===== src/rtl/lif_sched_pkg.sv =====
// Shared types and default sizing for the LIF timestep scheduler.
package lif_sched_pkg;

    localparam int LIF_N_PRE  = 256;
    localparam int LIF_N_POST = 256;
    localparam int LIF_CHUNK  = 16;

    typedef enum logic [2:0] {
        ST_IDLE,
        ST_LOAD,
        ST_SCAN,
        ST_ACC,
        ST_FIRE,
        ST_DONE
    } state_t;

endpackage


===== src/rtl/lif_sched_prienc.sv =====
// Lowest-set-bit priority encoder used to pick the next spiking presynaptic neuron.
module lif_sched_prienc #(
    parameter int W  = 16,
    parameter int IW = (W > 1) ? $clog2(W) : 1
) (
    input  logic [W-1:0]  vec,
    output logic          found,
    output logic [IW-1:0] index
);

    // Scan from the top down so the last hit written is the lowest set bit.
    always_comb begin
        found = 1'b0;
        index = '0;
        for (int i = W - 1; i >= 0; i--) begin
            if (vec[i]) begin
                found = 1'b1;
                index = IW'(i);
            end
        end
    end

endmodule


===== src/rtl/lif_step_scheduler.sv =====
// LIF timestep scheduler: loads an input spike frame in chunks, issues one
// accumulate command per (spiking pre, post) pair, then one fire command per
// post neuron, and pulses done.
// Optional feature macro: LIF_SCHED_PERF_EN adds busy-cycle and spike counters.
module lif_step_scheduler
    import lif_sched_pkg::*;
#(
    parameter int N_PRE  = LIF_N_PRE,
    parameter int N_POST = LIF_N_POST,
    parameter int CHUNK  = LIF_CHUNK
) (
    input  logic                      clk,
    input  logic                      rst,
    input  logic                      start_i,
    input  logic                      in_req_i,
    input  logic [CHUNK-1:0]          in_rdata_i,
    output logic                      in_ack_o,
    input  logic                      dp_rdy_i,
    output logic                      acc_en_o,
    output logic                      fire_en_o,
    output logic [$clog2(N_PRE)-1:0]  pre_idx_o,
    output logic [$clog2(N_POST)-1:0] post_idx_o,
    output logic                      busy_o,
    output logic                      done_o
`ifdef LIF_SCHED_PERF_EN
    ,
    output logic [31:0]               perf_cycles_o,
    output logic [$clog2(N_PRE):0]    perf_spikes_o
`endif
);

    localparam int NCHUNK = N_PRE / CHUNK;
    localparam int PRW    = $clog2(N_PRE);
    localparam int POW    = $clog2(N_POST);
    localparam int CCW    = $clog2(NCHUNK + 1);

    state_t           state;
    logic [N_PRE-1:0] bitmap;
    logic [CCW-1:0]   chunk_cnt;
    logic             enc_found;
    logic [PRW-1:0]   enc_idx;
    logic             post_last;

    lif_sched_prienc #(
        .W  (N_PRE),
        .IW (PRW)
    ) u_prienc (
        .vec   (bitmap),
        .found (enc_found),
        .index (enc_idx)
    );

    assign post_last = (post_idx_o == POW'(N_POST - 1));

    // Commands follow the datapath ready directly and only in their own state.
    assign acc_en_o  = (state == ST_ACC)  & dp_rdy_i;
    assign fire_en_o = (state == ST_FIRE) & dp_rdy_i;

    // Main control FSM with registered handshake/status outputs.
    always_ff @(posedge clk or negedge rst) begin
        if (!rst) begin
            state      <= ST_IDLE;
            bitmap     <= '0;
            chunk_cnt  <= '0;
            pre_idx_o  <= '0;
            post_idx_o <= '0;
            in_ack_o   <= 1'b0;
            busy_o     <= 1'b0;
            done_o     <= 1'b0;
        end else begin
            case (state)
                ST_IDLE: begin
                    if (start_i) begin
                        bitmap    <= '0;
                        chunk_cnt <= '0;
                        busy_o    <= 1'b1;
                        state     <= ST_LOAD;
                    end
                end
                ST_LOAD: begin
                    // The ack cycle never captures, so a held request needs
                    // an ack-low cycle before the next chunk is taken.
                    if (in_ack_o) begin
                        in_ack_o <= 1'b0;
                        if (chunk_cnt == CCW'(NCHUNK)) begin
                            state <= ST_SCAN;
                        end
                    end else if (in_req_i) begin
                        for (int c = 0; c < NCHUNK; c++) begin
                            if (chunk_cnt == CCW'(c)) begin
                                bitmap[c*CHUNK +: CHUNK] <= in_rdata_i;
                            end
                        end
                        in_ack_o  <= 1'b1;
                        chunk_cnt <= chunk_cnt + CCW'(1);
                    end
                end
                ST_SCAN: begin
                    post_idx_o <= '0;
                    if (enc_found) begin
                        pre_idx_o <= enc_idx;
                        state     <= ST_ACC;
                    end else begin
                        state <= ST_FIRE;
                    end
                end
                ST_ACC: begin
                    if (dp_rdy_i) begin
                        if (post_last) begin
                            bitmap[pre_idx_o] <= 1'b0;
                            post_idx_o        <= '0;
                            state             <= ST_SCAN;
                        end else begin
                            post_idx_o <= post_idx_o + POW'(1);
                        end
                    end
                end
                ST_FIRE: begin
                    if (dp_rdy_i) begin
                        if (post_last) begin
                            post_idx_o <= '0;
                            done_o     <= 1'b1;
                            state      <= ST_DONE;
                        end else begin
                            post_idx_o <= post_idx_o + POW'(1);
                        end
                    end
                end
                ST_DONE: begin
                    done_o <= 1'b0;
                    busy_o <= 1'b0;
                    state  <= ST_IDLE;
                end
                default: begin
                    state <= ST_IDLE;
                end
            endcase
        end
    end

`ifdef LIF_SCHED_PERF_EN
    // Per-timestep counters: cleared on start, frozen once back in IDLE.
    always_ff @(posedge clk or negedge rst) begin
        if (!rst) begin
            perf_cycles_o <= '0;
            perf_spikes_o <= '0;
        end else if (state == ST_IDLE) begin
            if (start_i) begin
                perf_cycles_o <= '0;
                perf_spikes_o <= '0;
            end
        end else begin
            perf_cycles_o <= perf_cycles_o + 32'd1;
            if (state == ST_SCAN && enc_found) begin
                perf_spikes_o <= perf_spikes_o + (PRW+1)'(1);
            end
        end
    end
`endif

endmodule


===== config.mk =====
export PLATFORM = sky130hd
export DESIGN_NAME = lif_step_scheduler
export DESIGN_NICKNAME = d
export VERILOG_FILES = /design/src/rtl/lif_sched_pkg.sv /design/src/rtl/lif_sched_prienc.sv /design/src/rtl/lif_step_scheduler.sv
export SDC_FILE = /design/constraint.sdc
export NUM_CORES = 1
export LEC_CHECK = 0
export ABC_AREA = 1
export CAP_MARGIN = 25
export CORE_MARGIN = 3
export CORE_UTILIZATION = 40
export CTS_CLUSTER_SIZE = 24
export DETAILED_ROUTE_END_ITERATION = 10
export GPL_TIMING_DRIVEN = 0
export PLACE_DENSITY = 0.57
export SYNTH_ARGS = -nofsm -noshare
export SYNTH_HDL_FRONTEND = slang
export SYNTH_HIERARCHICAL = 1
export SYNTH_SLANG_ARGS = --single-unit

===== constraint.sdc =====
create_clock -name clk -period 24.4 [get_ports clk]
set_clock_uncertainty 0.15 [all_clocks]
set_input_delay 6.1 -clock clk [delete_from_list [all_inputs] [get_ports clk]]
set_output_delay 6.1 -clock clk [all_outputs]
set_load 0.02 [all_outputs]

Word-level counts from Yosys, hierarchy flattened
Index checks and enable logic that the tools add are counted.

Memory bits (writable): 0. Output and inout bits: 21. Memory bits (read-only): 0. Memories kept: 0. Latch bits: 0. Register bits after elaboration: 283. Logic and storage cells: 669.

$mul: 0. Shifts and indexed selects: 0. Reductions and logical operators: 31. Multiplexer cells: 559. Div/mod/pow operators: 0. $add $sub $neg: 2. Order comparisons: 2. Eq/ne operators: 48. Bitwise gates (word level): 4.

Operators by type and width (number): $mux 8 (258); $mux 256 (5); $pmux 256 s3 (1); $mux 1 (262); $and 256x256->256 (1); $mux 16 (16); $not 256->256 (1); $reduce_and 7->1 (17); $ne 2x2->1 const B (25); $eq 5x4->1 const B (8); $mux 3 (8); $eq 5x3->1 const B (4); $pmux 8 s2 (1); $mux 5 (3); $pmux 3 s5 (1); $eq 5x2->1 const B (2); $pmux 5 s2 (1); $lt 8x9->1 const B (1); $add 8x1->8 const B (1); $demux 1 s8 (1); $eq 8x8->1 const B (1); $ge 8x1->1 const B (1); $reduce_bool 2->1 (4); $eq 3x2->1 const B (2); 16 further kinds (21).

Depth between registers and ports, before layout
Word-level depth: 258. Gate-level depth with buffers: 255. Gate-level depth less buffers: 255.

Hierarchy
The synthesis kept the hierarchy.

Modules (own cells, without submodules): lif_step_scheduler (seq. area each 7081.8 µm², area an instance 17126.4 µm², times used 1, cells each 2651); lif_sched_prienc (seq. area each 0.0 µm², area an instance 4206.5 µm², times used 1, cells each 978).

Worst setup path before layout
No wires, ideal clock.

Path kind: input port to output port. From: input dp_rdy_i. To: output acc_en_o. Slack: 11.714 ns. Data required time: 18.150 ns. Path buffers: 0. Stages on the path: 2. Arrival: 6.436 ns. Cell sequence: inv_1 nor2_1.

Cells in the longest elaborated chain, start to end: 1.

RTL lines: start: declaration (RTL line lif_step_scheduler.sv:18) `input logic dp_rdy_i,`; $and 1x1->1 (RTL line lif_step_scheduler.sv:56) `assign acc_en_o = (state == ST_ACC) & dp_rdy_i;`; end: declaration (RTL line lif_step_scheduler.sv:19) `output logic acc_en_o,`.

No other way between the ends.

Worst setup path after layout
From: register bitmap[254]. To: register pre_idx_o[0].

Elaborated cells on any way between the ends: 511.

RTL lines: start: declaration (RTL line lif_step_scheduler.sv:38) `logic [N_PRE-1:0] bitmap;`; start signal: indexed assignment (RTL line lif_step_scheduler.sv:91) `bitmap[c*CHUNK +: CHUNK] <= in_rdata_i;`; $mux 8 (255 in a row) (RTL line lif_sched_prienc.sv:16) `if (vec[i]) begin`; via enc_idx[0] (RTL line lif_step_scheduler.sv:41) `logic [PRW-1:0] enc_idx;`; end signal: assignment (RTL line lif_step_scheduler.sv:101) `pre_idx_o <= enc_idx;`; end: declaration (RTL line lif_step_scheduler.sv:21) `output logic [$clog2(N_PRE)-1:0] pre_idx_o,`.

The timed path passes the listed nets, and every way through them passes these cells. A chain may end at the register's enable or synchronous reset.

==> results_dict.tcl <==
set metrics [dict create \
    synth_area_um2 21300 \
    postSynth.topFlopCell "sky130_fd_sc_hd__dfrtp_1" \
    fp-row-count 84 \
    run_status "finished clean" \
    maxCapViolations 0 \
    rsz0062_at_grt "false" \
    fin_crit_ns 14.79 \
    finalSetupViolCount 0 \
    yosysTopAreaCell "sky130_fd_sc_hd__dfrtp_1" \
    vertical_extent_of_the_die_um 237 \
    holdCritPathClass "reg2reg" \
    hold_path.startpoint "bitmap[114]" \
    cpLargestDelayFamily "simple AND/OR/NAND/NOR gates" \
    p_clk_frac 0.164 \
    drt_pass1_iterations 6 \
    grt_pass1_wl_mm 132 \
    sequentialPowerShare 0.235 \
    wire_per_inst_um 20.0 \
    cts-hold-fix-buffers 0 \
    worstSetupStartpoint "bitmap[254]" \
    placeableCoreArea_um2 52700 \
    synth.top_cells.by_area "sky130_fd_sc_hd__dfrtp_1 33%, sky130_fd_sc_hd__nand2_1 29%, sky130_fd_sc_hd__nor2_1 9.0%" \
    power_per_cell_area_nw_per_um2 145 \
    wirelength_mm 89.0 \
    cellLeakagePower_nw 13.0 \
    cts_buffers 37 \
    layout.cell_area.non_filler_um2 24300 \
    drt_drc_violations_left 0 \
    slew_viol_final 0 \
    power_switching_share 0.539 \
    count_of_final_hold_check_violations 0 \
    clkSinkCount 283 \
    yosys.area.top_type_share 0.332 \
    ys_seq_area_frac 0.332 \
    fin_tns_setup_ns 0 \
    yosys_register_bits 283 \
    final_nets 3762 \
    floorplan.die_area_um2 56100 \
    port_buffers 41 \
    synth.net_count 3656 \
    grt_use_total 0.312 \
    synth_most_common_cell "sky130_fd_sc_hd__nand2_1" \
    path_common_cell "sky130_fd_sc_hd__nand2_1" \
    power.net_switching_mw 1.90 \
    start_kind "register" \
    areaGrowthSynthToFinish_pct 13.9 \
    comb_power_share 0.601 \
    max-clock-path-buffers 3 \
    tightestPinTransition_ns 1.23 \
    overflow 0 \
    layoutNonFillerInstCount 4450 \
    placed_area_um2 23000 \
    antenna_found_initial 2 \
    h-tree-depth 2 \
    numPlacedInstances 4383 \
    num_antenna_cells 0 \
    average_size_of_a_mapped_cell_um2 5.88 \
    cts_setup_buffers 0 \
    worst-path-buf-inv 1 \
    cp_data_arrival_time_ns 15.07 \
    layout.core_utilization 0.461 \
    synth_enable_flop_cells 0 \
    netlist_top_cells_count "1620 x sky130_fd_sc_hd__nand2_1, 511 x sky130_fd_sc_hd__nor2_1, 469 x sky130_fd_sc_hd__inv_1, 285 x sky130_fd_sc_hd__nand3_1, 283 x sky130_fd_sc_hd__dfrtp_1" \
    crit_path_top_delay_cell "sky130_fd_sc_hd__dfrtp_1" \
    die_width_um 237 \
    dr_total_vias 22700 \
    maximum_operating_frequency_ghz 0.0676 \
    timing.max_slew.rel_slack 0.182 \
    path_max_fanout 5 \
    vdd_ir_drop_max_mv 0.0905 \
    worst_ep_required_time_ns 24.68 \
    hpwl_mm 64.7 \
    synth.yosys.warnings 6 \
    worst_r2r_startpoint "bitmap[254]" \
    grt_start_max_net_pins 111 \
    clockRootBuffer "sky130_fd_sc_hd__clkbuf_16" \
    drt.antenna.violating_nets 0 \
    syn-instance-count 3629 \
    dr.first_iter.drc_count 2405 \
    fin_crit_sh 0.606 \
    slowest_delay_ns 0.42 \
    worst-setup-path-type "reg2reg" \
    clk-insertion-delay-late_ns 0.57 \
    routabilityCongestion 1.01 \
    worstSetupEndpointType "register" \
    power_report.internal_total_mw 1.62 \
    first_global_vias 20700 \
    initial_core_util 0.405 \
    clkSlewWorstSetupHoldPaths_ns 0.06 \
    drive_gt1_frac 0.0670 \
    io_pins 42 \
    postCtsResizedCells 0 \
    avgViaCountPerCell 5.10 \
    cts_tree "done" \
    ys_async_sr_fraction 1.00 \
    yosysUniqueCellTypes 43 \
]
state kept, by name (all words and copies together) (netlist names):
signal      count
bitmap        256
post_idx_o      8
pre_idx_o       8
chunk_cnt       5
state           3
busy_o          1
done_o          1
in_ack_o        1
per-layer routing:
layer | share of wire | wire length [µm] | vias up | global-route usage
li1 | - | - | 11100 | -
met1 | 0.42 | 37700 | 10300 | 0.424
met2 | 0.43 | 38200 | 1012 | 0.478
met3 | 0.087 | 7750 | 242 | 0.0565
met4 | 0.059 | 5280 | 0 | 0.156
met5 | 0 | 0 | - | 0
worst paths after layout:
check,end,slack [ns],depth (start not counted)
hold / removal,bitmap[114],0.38,2
max in group asynchronous,bitmap[200],17.28,3
hold reg to reg,bitmap[114],0.38,2
setup / recovery,pre_idx_o[0],9.61,255
min in group asynchronous,bitmap[109],5.35,1
setup reg to reg,pre_idx_o[0],9.61,255
final cells by class:
type	count	area [µm²]
inverter	505	2230
fill	5700	28400
clock inverter	9	98.8
buffer	145	702
clock buffer	57	1140
multi-input combinational	2696	11300
tap	688	861
timing repair buffer	67	852
sequential	283	7080
power by group through the flow:
| stage | logic, mW | registers [mW] | clock network (mW) |
|---|---|---|---|
| 3_5_place_dp | 2.06 | 0.830 | 0 |
| 2_1_floorplan | 1.39 | 0.780 | 0 |
| 5_1_grt | 2.31 | 0.853 | 0.598 |
| 3_3_place_gp | 2.02 | 0.832 | 0 |
| 4_1_cts | 2.07 | 0.823 | 0.583 |
| 6_report | 2.12 | 0.828 | 0.576 |
cells in the final DEF (no fill, tap or decap), drive strengths merged, types with 14 or more instances in the layout:
cell type and n:
nand2 1623, clkdlybuf4s50 40, o21ai 153, a21oi 14
nor2 536, inv 482, buf 110, dfrtp 283
nand3 302, bufinv 26, clkbuf 119
per-stage QoR:
stage	hold slack, ns	setup slack, ns	power (mW)
after floorplan	0.321	11.71	2.17
after global placement	0.360	3.40	2.86
after detailed placement	0.364	9.89	2.89
after CTS	0.381	9.83	3.47
after global routing	0.406	7.45	3.77
final	0.376	9.61	3.52
worst min-delay path, stage by stage (launching register included):
cell                      delay [ns]
sky130_fd_sc_hd__dfrtp_1        0.38
sky130_fd_sc_hd__nand2_1        0.06
sky130_fd_sc_hd__nand2_1        0.05
logic make-up after synthesis:
group,count (synthesis),share of synthesized area
XOR/XNOR,2,0.000821
AO/OA/AOI/OAI,192,0.0484
flip-flops,283,0.332
adder cells (fa/ha/maj),6,0.00352
buffers and inverters,650,0.137
AND/OR/NAND/NOR,2496,0.478
Power figures use the tool's default switching activity.
